`src/rtl/digit_scanner.sv`:
```
// Time-multiplexed 4-slot display scanner: steps SEL_OUT through the slots with a
// blanking gap between them and swaps in new frames only at the frame wrap.
module digit_scanner #(
    parameter int unsigned PRESCALE     = 1000,
    parameter int unsigned BLANK_CYCLES = 16,
    parameter int unsigned DATA_W       = 4
) (
    input  logic                  CLK,
    input  logic                  RST_N,
    input  logic                  RUN,
    input  logic [4*DATA_W-1:0]   DATA_IN,
    input  logic                  DATA_VALID,
    output logic                  DATA_READY,
    output logic [1:0]            SEL_OUT,
    output logic [DATA_W-1:0]     DIGIT_OUT,
    output logic                  ENABLE_OUT,
    output logic                  FRAME_DONE
);

    localparam int unsigned CntMax = (PRESCALE > BLANK_CYCLES) ? PRESCALE : BLANK_CYCLES;
    localparam int unsigned CntW   = (CntMax > 1) ? $clog2(CntMax) : 1;
    localparam logic [CntW-1:0] ShowLast  = CntW'(PRESCALE - 1);
    localparam logic [CntW-1:0] BlankLast = CntW'(BLANK_CYCLES - 1);

    typedef enum logic [1:0] {StIdle, StShow, StBlank} state_e;

    state_e                state_q, state_d;
    logic [CntW-1:0]       cnt_q, cnt_d;
    logic [1:0]            sel_q, sel_d;
    logic [DATA_W-1:0]     digit_q, digit_d;
    logic                  enable_q, enable_d;
    logic                  frame_done_q, frame_done_d;
    logic                  ready_q, ready_d;
    logic [4*DATA_W-1:0]   display_q, display_d;
    logic [4*DATA_W-1:0]   pending_q, pending_d;
    logic                  pend_full_q, pend_full_d;
    logic                  accept;

    assign accept = DATA_VALID & ready_q;

    always_comb begin
        state_d      = state_q;
        cnt_d        = cnt_q;
        sel_d        = sel_q;
        enable_d     = 1'b0;
        frame_done_d = 1'b0;
        display_d    = display_q;
        pending_d    = pending_q;
        pend_full_d  = pend_full_q;

        unique case (state_q)
            StIdle: begin
                sel_d = 2'd0;
                cnt_d = '0;
                // Nothing is being scanned, so a new frame goes straight to the display
                // and supersedes anything still parked in pending.
                if (accept) begin
                    display_d   = DATA_IN;
                    pend_full_d = 1'b0;
                end
                if (RUN) begin
                    state_d  = StShow;
                    enable_d = 1'b1;
                end
            end
            StShow: begin
                if (accept) begin
                    pending_d   = DATA_IN;
                    pend_full_d = 1'b1;
                end
                if (cnt_q == ShowLast) begin
                    state_d = StBlank;
                    cnt_d   = '0;
                    sel_d   = sel_q + 2'd1;
                    if (sel_q == 2'd3) begin
                        frame_done_d = 1'b1;
                        // Ready is low while pending is full, so this never races accept.
                        if (pend_full_q) begin
                            display_d   = pending_q;
                            pend_full_d = 1'b0;
                        end
                    end
                end else begin
                    cnt_d    = cnt_q + CntW'(1);
                    enable_d = 1'b1;
                end
            end
            StBlank: begin
                if (accept) begin
                    pending_d   = DATA_IN;
                    pend_full_d = 1'b1;
                end
                if (cnt_q == BlankLast) begin
                    cnt_d = '0;
                    if (RUN) begin
                        state_d  = StShow;
                        enable_d = 1'b1;
                    end else begin
                        state_d = StIdle;
                        sel_d   = 2'd0;
                    end
                end else begin
                    cnt_d = cnt_q + CntW'(1);
                end
            end
            default: state_d = StIdle;
        endcase

        ready_d = (state_d == StIdle) ? 1'b1 : ~pend_full_d;
        digit_d = display_d[sel_d*DATA_W +: DATA_W];
    end

    always_ff @(posedge CLK) begin
        if (!RST_N) begin
            state_q      <= StIdle;
            cnt_q        <= '0;
            sel_q        <= 2'd0;
            digit_q      <= '0;
            enable_q     <= 1'b0;
            frame_done_q <= 1'b0;
            ready_q      <= 1'b0;
            display_q    <= '0;
            pending_q    <= '0;
            pend_full_q  <= 1'b0;
        end else begin
            state_q      <= state_d;
            cnt_q        <= cnt_d;
            sel_q        <= sel_d;
            digit_q      <= digit_d;
            enable_q     <= enable_d;
            frame_done_q <= frame_done_d;
            ready_q      <= ready_d;
            display_q    <= display_d;
            pending_q    <= pending_d;
            pend_full_q  <= pend_full_d;
        end
    end

    assign DATA_READY = ready_q;
    assign SEL_OUT    = sel_q;
    assign DIGIT_OUT  = digit_q;
    assign ENABLE_OUT = enable_q;
    assign FRAME_DONE = frame_done_q;

endmodule

```
`config.mk`:
```
export PLATFORM = sky130hd
export DESIGN_NAME = digit_scanner
export DESIGN_NICKNAME = d
export VERILOG_FILES = /design/src/rtl/digit_scanner.sv
export SDC_FILE = /design/constraint.sdc
export NUM_CORES = 1
export LEC_CHECK = 0
export BUFFER_PORTS_ARGS = -buffer_cell sky130_fd_sc_hd__clkbuf_2
export CORE_MARGIN = 4
export CORE_UTILIZATION = 50
export CTS_CLUSTER_SIZE = 20
export DETAILED_ROUTE_END_ITERATION = 12
export PLACE_DENSITY = 0.67
export SETUP_SLACK_MARGIN = 0.2
export SLEW_MARGIN = 20
export SYNTH_ARGS = -nofsm -noshare
export SYNTH_HDL_FRONTEND = slang
export SYNTH_SLANG_ARGS = --single-unit
```
`constraint.sdc`:
```
create_clock -name CLK -period 2.86 [get_ports CLK]
set_clock_uncertainty 0.1 [all_clocks]
set_input_delay 0.286 -clock CLK [delete_from_list [all_inputs] [get_ports CLK]]
set_output_delay 0.286 -clock CLK [all_outputs]
set_load 0.05 [all_outputs]
```
### After elaboration in Yosys (flattened, before gate mapping)

Index checks and enable logic that the tools add are counted.

* bits in registers: 54
* bits in latches: 0
* bits in writable memories: 0
* memory bits (read-only): 0
* input port bits: 20
* output and inout port bits: 9
* word-level logic and storage cells: 55
* memories: 0

* add/subtract/negate cells: 2
* multiply operators: 0
* div/mod/pow operators: 0
* $lt $le $gt $ge: 0
* eq/ne operators: 5
* shift operators: 1
* muxes and demuxes: 29
* bitwise logic cells: 2
* reduce and logical (&&, ||, !) cells: 6

Operators with widths (number)
* 2-to-1 mux 16 bit: 4
* one-hot mux 16 bit (2 select lines): 1
* one-hot mux 10 bit (3 select lines): 1
* 2-to-1 mux 10 bit: 2
* variable part select 16 x 5 -> 4 bit: 1
* 2-to-1 mux 2 bit: 6
* one-hot mux 2 bit (3 select lines): 2
* 2-to-1 mux 1 bit: 11
* adder 10 x 1 -> 10 bit, second input constant: 1
* == test 10 bit, second input constant: 1
* == test 10 x 4 -> 1 bit, second input constant: 1
* one-hot mux 1 bit (3 select lines): 2
* == test 2 bit, second input constant: 2
* zero test 2 bit: 2
* AND reduction 3 bit: 1
* nonzero test 3 bit: 1
* adder 2 x 1 -> 2 bit, second input constant: 1
* == test 2 x 1 -> 1 bit, second input constant: 1
* AND reduction 2 bit: 1
* OR reduction 2 bit: 1
* AND 1 bit: 1
* NOT 1 bit: 1

### Logic depth before layout (Yosys ltp)

Gate-level depths: netlist of the first run.

* depth after elaboration: 8
* mapped depth: 9
* gate-level depth less buffers: 8

### Worst setup path after synthesis of the first run

Ideal clock, no wire load.

* path kind: register -> register
* from: register sel_q[0], in the netlist SEL_OUT[0]
* to: register digit_q[2], in the netlist DIGIT_OUT[2]
* setup time: 127 ps
* arrival time: 1921 ps
* data required time: 2633 ps
* path slack: 712 ps
* stages on the path, launching flop included: 8
* buffers on the path: 0
* clock period less this slack: 2148 ps
* cells stage by stage: dfxtp_1 > ha_1 > nand2_1 > a22oi_1 > o21ai_2 > a221o_1 > mux2i_1 > o22ai_1

* cells in the longest elaborated chain, start to end: 5
* elaborated cells on any way between the ends: 10
* those cells by class: 1 x add/sub; 1 x eq/ne; 1 x shift; 7 x mux

RTL lines
* start: declaration: line 29 `logic [1:0] sel_q, sel_d;`
* start signal: assignment: line 128 `sel_q <= sel_d;`
* branches (longest 4 deep; another with adder 2 x 1 -> 2 bit)
* variable part select 16 x 5 -> 4 bit *: line 110 `digit_d = display_d[sel_d*DATA_W +: DATA_W];`
* end signal: assignment: line 129 `digit_q <= digit_d;`
* end: declaration: line 30 `logic [DATA_W-1:0] digit_q, digit_d;`

Mark *: on every way between the ends.
A chain may end at the register's enable or synchronous reset.

### Final worst setup path of the first run

* from: register state_q[1]
* to: register digit_q[2], in the netlist DIGIT_OUT[2]

* cells in the longest elaborated chain, start to end: 3
* elaborated cells on any way between the ends: 6
* those cells by class: 2 x eq/ne; 1 x shift; 2 x mux; 1 x reduce/logical

RTL lines
* start: declaration: line 27 `state_e state_q, state_d;`
* start signal: assignment: line 115 `state_q <= StIdle;`
* start signal: assignment: line 126 `state_q <= state_d;`
* == test 2 bit (tied with other cells): line 51 `unique case (state_q)`
* one-hot mux 2 bit (3 select lines) or one-hot mux 16 bit (2 select lines) (tied branches): line 51
* variable part select 16 x 5 -> 4 bit *: line 110

Mark *: on every way between the ends. The rest lies on a longest branch, timed or not.

==> results of run 1 <==
## cells by family (layout without fill, tap and decap cells)
| logic type | count (synthesis) | after routing |
|---|---|---|
| mux | 12 | 12 |
| xor+xnor | 8 | 8 |
| flops | 54 | 54 |
| compound gates | 59 | 59 |
| simple gates | 120 | 120 |
| fa+ha+maj | 7 | 7 |
| buf+inv | 23 | 46 |
## flip-flops by register name (all words and copies together) (netlist names)
| name | cells |
|---|---|
| DIGIT_OUT | 4 |
| state_q | 2 |
| pend_full_q | 1 |
| FRAME_DONE | 1 |
| display_q | 16 |
| cnt_q | 10 |
| pending_q | 16 |
| SEL_OUT | 2 |
| DATA_READY | 1 |
| ENABLE_OUT | 1 |
## worst paths after layout
check | start | to
hold / removal | DATA_IN[3] | pending_q[3]
setup reg to reg | state_q[1] | DIGIT_OUT[2]
hold reg to reg | pending_q[15] | pending_q[15]
setup / recovery | state_q[1] | DIGIT_OUT[2]
## per-stage QoR
step | std cells | total power, W | setup slack [ps] | utilization (%) | hold WS, ps
global placement | 369 | 0.00102 | 448 | 54.8 | 354
CTS | 376 | 0.00154 | 334 | 57.0 | 104
global route | 376 | 0.00159 | 261 | 57.1 | 110
floorplan | 283 | 0.000963 | 712 | - | 331
detailed placement | 369 | 0.00102 | 347 | 54.8 | 366
finish | 376 | 0.00153 | 406 | 57.1 | 105
## what timing repair did
action                                  in CTS  in global routing
resized for setup                            0                  1
buffers inserted                             0                  0
endpoints found under the setup margin       0                  3
hold buffers                                 0                  0
## layout make-up
cell class                 instances  share of cell area, %
timing repair buffer              31                   5.51
tap                               70                   2.97
sequential                        54                   36.6
clock buffer                       6                   2.80
multi-input combinational        206                   50.1
inverter                           8                   1.02
clock inverter                     1                   1.02
## per-layer routing
metal  part of all wire, %  global-route usage [%]  routed length [µm]
met5                     0                       0                   0
met4                   1.3                    6.08                  77
met3                   4.8                    3.77                 282
met2                    45                    30.0                2640
met1                    49                    27.4                2920
## report_power, final
group          internal, W  switching, W
logic            0.0000796      0.000129
clock network     0.000280      0.000247
registers         0.000780     0.0000150
## worst max-delay path, delay by kind of cell (launching register included)
family                   cells  cell delay (ps)
multiplexers                 1              170
AO/OA/AOI/OAI                3              700
flip-flops                   1              360
adder cells (fa/ha/maj)      1              380
buffers and inverters        2              280
AND/OR/NAND/NOR              1              350
## layout by cell type, fill, tap and decap left out, types with 3 or more instances in the layout
cell type and n:
clkbuf_2 28, o21ai_0 3, dfxtp_1 54, clkbuf_8 6, buf_4 3, a21boi_0 16
ha_1 7, a32o_1 7, and2_1 19, nor2_1 19, and3_1 11, mux2i_1 12
inv_1 7, nand2b_1 3, nand2_1 43, o22ai_1 5, a221o_1 16, nor2b_1 4
xor2_1 6, nand3_1 4
==> impl_results.md, run 1 <==
- Largest area contributor in the netlist: dfxtp_1
- Global route total overflow: 0
- Layout area overhead: 9.61%
- Final HPWL DP: 4170 µm
- Worst reg2reg setup slack: 410 ps
- Sequential fraction of the synthesis area: 40.1%
- Initial DRC count: 126
- Yosys top cell area share: 40.1%
- FF+latch count, synth: 54
- Min-Delay Path Class: in -> reg
- Crit path largest cell delay: 410 ps
- Synth Area in Simple Gates: 25.2%
- Multi-input gate area: 0.00148 mm²
- Final worst path period need: 2450 ps
- Setup TNS: 0 ps
- Largest family of logic cells by synthesized area: simple AND/OR/NAND/NOR gates
- Starting density of the core: 52.1%
- Post-synth EDFFs: 0
- Ys async rst share: 0%
- Vias per cell: 5.56
- Drt total wl: 5910 µm
- H-tree levels: 2
- R2R depth: 8
- Clk sinks: 54
- Antenna viol nets, final: 0
- Synth Area in XOR/XNOR: 2.60%
- CP max stage cell: a221o_1
- Largest net degree at the start of global routing: 42
- DRC errors left: 0
- Startpoint Class: register
- Die height: 81.4 µm
- Vias in the first global route: 1966
- Ys flop type: dfxtp_1
- Fill cell count: 489
- Compound-Gate Fraction of Synth Area: 19.2%
- Routed WL per cell: 15.7 µm
- Max Cap Violations: 0
- Clk slew on worst S/H paths: 100 ps
- Critical Path, Cell by Cell: inv_1, ha_1, inv_1, nor4_4, o21ai_2, a221o_1, mux2i_1, o22ai_1
- Pwr dens: 519 mW/mm²
- Drt pass-1 iters: 5
- Worst Max-Slew Pin Slew: 703 ps
- Num CTS Buffers: 5
- Placer Congestion: 0.784
- # port buffers: 28
- Final Hold Fails: 0
- Outcome: complete, no violations
- Diodes inserted: 0
- Layout cells sized above 1: 17.0%
- Post-synthesis mux area share: 4.46%
- Min-Delay Path Depth: 3
- Sequential cell area: 0.00108 mm²
- Period utilization: 85.8%
- CTS root buffer: clkbuf_8
- Max rail drop VDD: 0.276 mV
- Largest cells by area after synthesis: dfxtp_1 (40%), nand2_1 (6.0%), a221o_1 (5.9%)
- Max Buffers Root-to-Sink: 2
- Static leakage: 1.22 nW
- Kind of critical path: reg -> reg
- Via count of the routed design: 2090
- Clock latency on the worst-skew pair: 310 ps
- Nets: 333
- Top-count cell post-synth: dfxtp_1
- Initial antenna violation count: 0
- CP dominant cell by count: inv_1
- Placed Area: 0.00283 mm²
- FMAX: 408 MHz
- Tot GR Track Use: 19.5%
- Crit-path max FO: 8
- Post-synth top cells: dfxtp_1 (54), nand2_1 (43), and2_1 (19), nor2_1 (19)
- Core area: 0.00517 mm²
- Worst rel slew slack: 53.1%
- CTS tree: yes
- RSZ-0062 raised after global routing: no
- Die X: 81.4 µm
- Synthesized cell area: 0.00269 mm²
- Die footprint: 0.00663 mm²
- Design Area, Final: 0.00295 mm²
- Final Setup Violations: 0
- Synth Instances: 283
- First-pass GRT wire length: 9870 µm
- Worst Path Required: 2960 ps
- Synthesized Nets: 310
- Cell Rows: 26
- Yosys warnings: 0
- Top-level I/O count: 29
- Worst setup EP type: register
- Adder-cell area share of the yosys netlist: 3.25%
- Critical Path AT: 2550 ps
- Slew Viols, Final: 0
- Synth cell types: 48
- Avg Inst Size Synth: 9.52 µm²
No activity file was read; power rests on OpenSTA's default activity.
==> run 2: changes to the inputs <==
==> constraint.sdc (replaced) <==
create_clock -name CLK -period 2.86 [get_ports CLK]
set_clock_uncertainty 0.1 [all_clocks]
set_input_delay 0.572 -clock CLK [delete_from_list [all_inputs] [get_ports CLK]]
set_output_delay 0.572 -clock CLK [all_outputs]
set_load 0.05 [all_outputs]
==> impl_results.md, run 2 (synthesis results as in run 1) <==
- Worst Max-Slew Pin Slew: 771 ps (was 703 ps)
- Critical Path AT: 2590 ps (was 2550 ps)
- Slew Viols, Final: 0 (unchanged)
- Layout cells sized above 1: 17.5% (was 17.0%)
- Max Cap Violations: 0 (unchanged)
- Worst reg2reg setup slack: 360 ps (was 410 ps)
- Placed Area: 0.00285 mm² (was 0.00283 mm²)
- Global route total overflow: 0 (unchanged)
- Die X: 81.4 µm (unchanged)
- Number of cells on the critical path: 8 (unchanged)
- Layout area overhead: 11.1% (was 9.61%)
- Capture point of the worst path: DIGIT_OUT[2] (unchanged)
- First-pass GRT wire length: 9690 µm (was 9870 µm)
- Most common cell after layout, fill and taps aside: dfxtp_1 (unchanged)
- Diodes inserted: 0 (unchanged)
- Layout Utilization: 57.8% (was 57.1%)
- Final Power: 0.00162 W (was 0.00153 W)
- Routed WL per cell: 15.4 µm (was 15.7 µm)
- Most frequent cells in the layout: dfxtp_1 (54), nand2_1 (43), clkbuf_2 (28) (unchanged)
- Clock latency on the worst-skew pair: 300 ps (was 310 ps)
- Kind of critical path: reg -> reg (unchanged)
- Antenna viol nets, final: 0 (unchanged)
- Vias in the first global route: 1957 (was 1966)
- Reg-to-reg critical path startpoint: cnt_q[0] (was state_q[1])
- Min-Delay Path Class: reg -> reg (was in -> reg)
- Crit path largest cell delay: 610 ps (was 410 ps)
- Post-CTS sizing: 0 (unchanged)
- # hold bufs at CTS: 0 (unchanged)
- Top-level I/O count: 29 (unchanged)
- CTS root buffer: clkbuf_8 (unchanged)
- Final worst path period need: 2500 ps (was 2450 ps)
- Outcome: complete, no violations (unchanged)
- Max Buffers Root-to-Sink: 2 (unchanged)
- # port buffers: 28 (unchanged)
- Starting density of the core: 52.1% (unchanged)
- Die height: 81.4 µm (unchanged)
- Worst r2r dst: DIGIT_OUT[2] (unchanged)
- RSZ-0062 raised after global routing: no (unchanged)
- Design Area, Final: 0.00299 mm² (was 0.00295 mm²)
- Tot GR Track Use: 19.0% (was 19.5%)
- Max rail drop VDD: 0.405 mV (was 0.276 mV)
- Core area: 0.00517 mm² (unchanged)
- Clk slew on worst S/H paths: 100 ps (about the same)
- FMAX: 400 MHz (was 408 MHz)
- Worst Path Required: 2950 ps (was 2960 ps)
- Setup bufs post-CTS: 0 (unchanged)
- Setup TNS: 0 ps (unchanged)
- Crit-path max FO: 6 (was 8)
- CTS tree: yes (unchanged)
- Startpoint Class: register (unchanged)
- CP bufs+invs: 1 (was 2)
- Drt pass-1 iters: 4 (was 5)
- Die footprint: 0.00663 mm² (unchanged)
- Fill cell count: 501 (was 489)
- Period utilization: 87.5% (was 85.8%)
- Crit path from: cnt_q[0] (was state_q[1])
- DRC errors left: 0 (unchanged)
- H-tree levels: 2 (unchanged)
- Initial antenna violation count: 0 (unchanged)
- Static leakage: 1.24 nW (was 1.22 nW)
- Drt total wl: 5830 µm (was 5910 µm)
- Final Hold Fails: 0 (unchanged)
- Placer Congestion: 0.796 (was 0.784)
- Num CTS Buffers: 5 (unchanged)
- R2R depth: 8 (unchanged)
- Cell Rows: 26 (unchanged)
- Clk sinks: 54 (unchanged)
- Biggest regs: display_q (16), pending_q (16), cnt_q (10) (unchanged)
- Final HPWL DP: 4140 µm (was 4170 µm)
- Nets: 335 (was 333)
- Worst rel slew slack: 48.6% (was 53.1%)
- Vias per cell: 5.48 (was 5.56)
- Worst setup EP type: register (unchanged)
- Final Setup Violations: 0 (unchanged)
- Initial DRC count: 99 (was 126)
- Largest net degree at the start of global routing: 42 (unchanged)
- Via count of the routed design: 2076 (was 2090)
- Worst path top cell family by delay: compound AO/OA/AOI/OAI gates (unchanged)
- Critical Path, Cell by Cell: ha_1, nand3b_4, nor3_4, mux2i_1, o22ai_1, buf_4, mux2i_1, o22ai_1 (was inv_1, ha_1, inv_1, nor4_4, o21ai_2, a221o_1, mux2i_1, o22ai_1)
- Pwr dens: 543 mW/mm² (was 519 mW/mm²)
- CP max stage cell: o22ai_1 (was a221o_1)
-- run 2: report_power, final --
part / internal [W] / leakage (nW) / switching (W)
sequential: 0.000780 / 0.438 / 0.0000151
combinational: 0.0000808 / 0.728 / 0.000128
clock: 0.000373 / 0.0714 / 0.000246
-- run 2: cell type report --
cell class | count | area, µm² | area share [%]
Tap cell | 70 | 87.6 | 2.93
Multi-Input combinational cell | 206 | 1470 | 49.2
Timing Repair Buffer | 33 | 178 | 5.94
Clock buffer | 6 | 82.6 | 2.76
Inverter | 8 | 30.0 | 1.00
Sequential cell | 54 | 1080 | 36.1
Clock inverter | 2 | 60.1 | 2.01
-- run 2: how the worst min path moves through the flow --
stage               cells after the start          start       endpoint  slack (ps)
floorplan                               2  pending_q[12]  pending_q[12]         340
detailed placement                      2  pending_q[10]  pending_q[10]         370
CTS                                     2   pending_q[5]   pending_q[5]         380
finish                                  2  pending_q[13]  pending_q[13]         370
global placement                        2   pending_q[9]   pending_q[9]         360
global route                            2   pending_q[0]   pending_q[0]         400
-- run 2: metal layers --
layer	share of wire, %	vias up	GRT usage [%]
met5	0	-	0
met4	1.0	0	5.57
met3	5.2	5	3.66
met2	44	42	29.0
met1	50	969	27.2
li1	-	1060	-
-- run 2: through the flow --
stage	hold WS, ps	setup WS, ps	instances
global placement	355	450	371
global route	398	212	379
detailed placement	365	357	371
finish	375	358	379
floorplan	343	712	283
CTS	380	360	379
-- run 2: worst reg2reg max path, cell delays in order (launching register included) --
cell	delay (ps)
dfxtp_1	360
ha_1	210
nand3b_4	160
nor3_4	270
mux2i_1	110
o22ai_1	610
buf_4	270
mux2i_1	210
o22ai_1	90
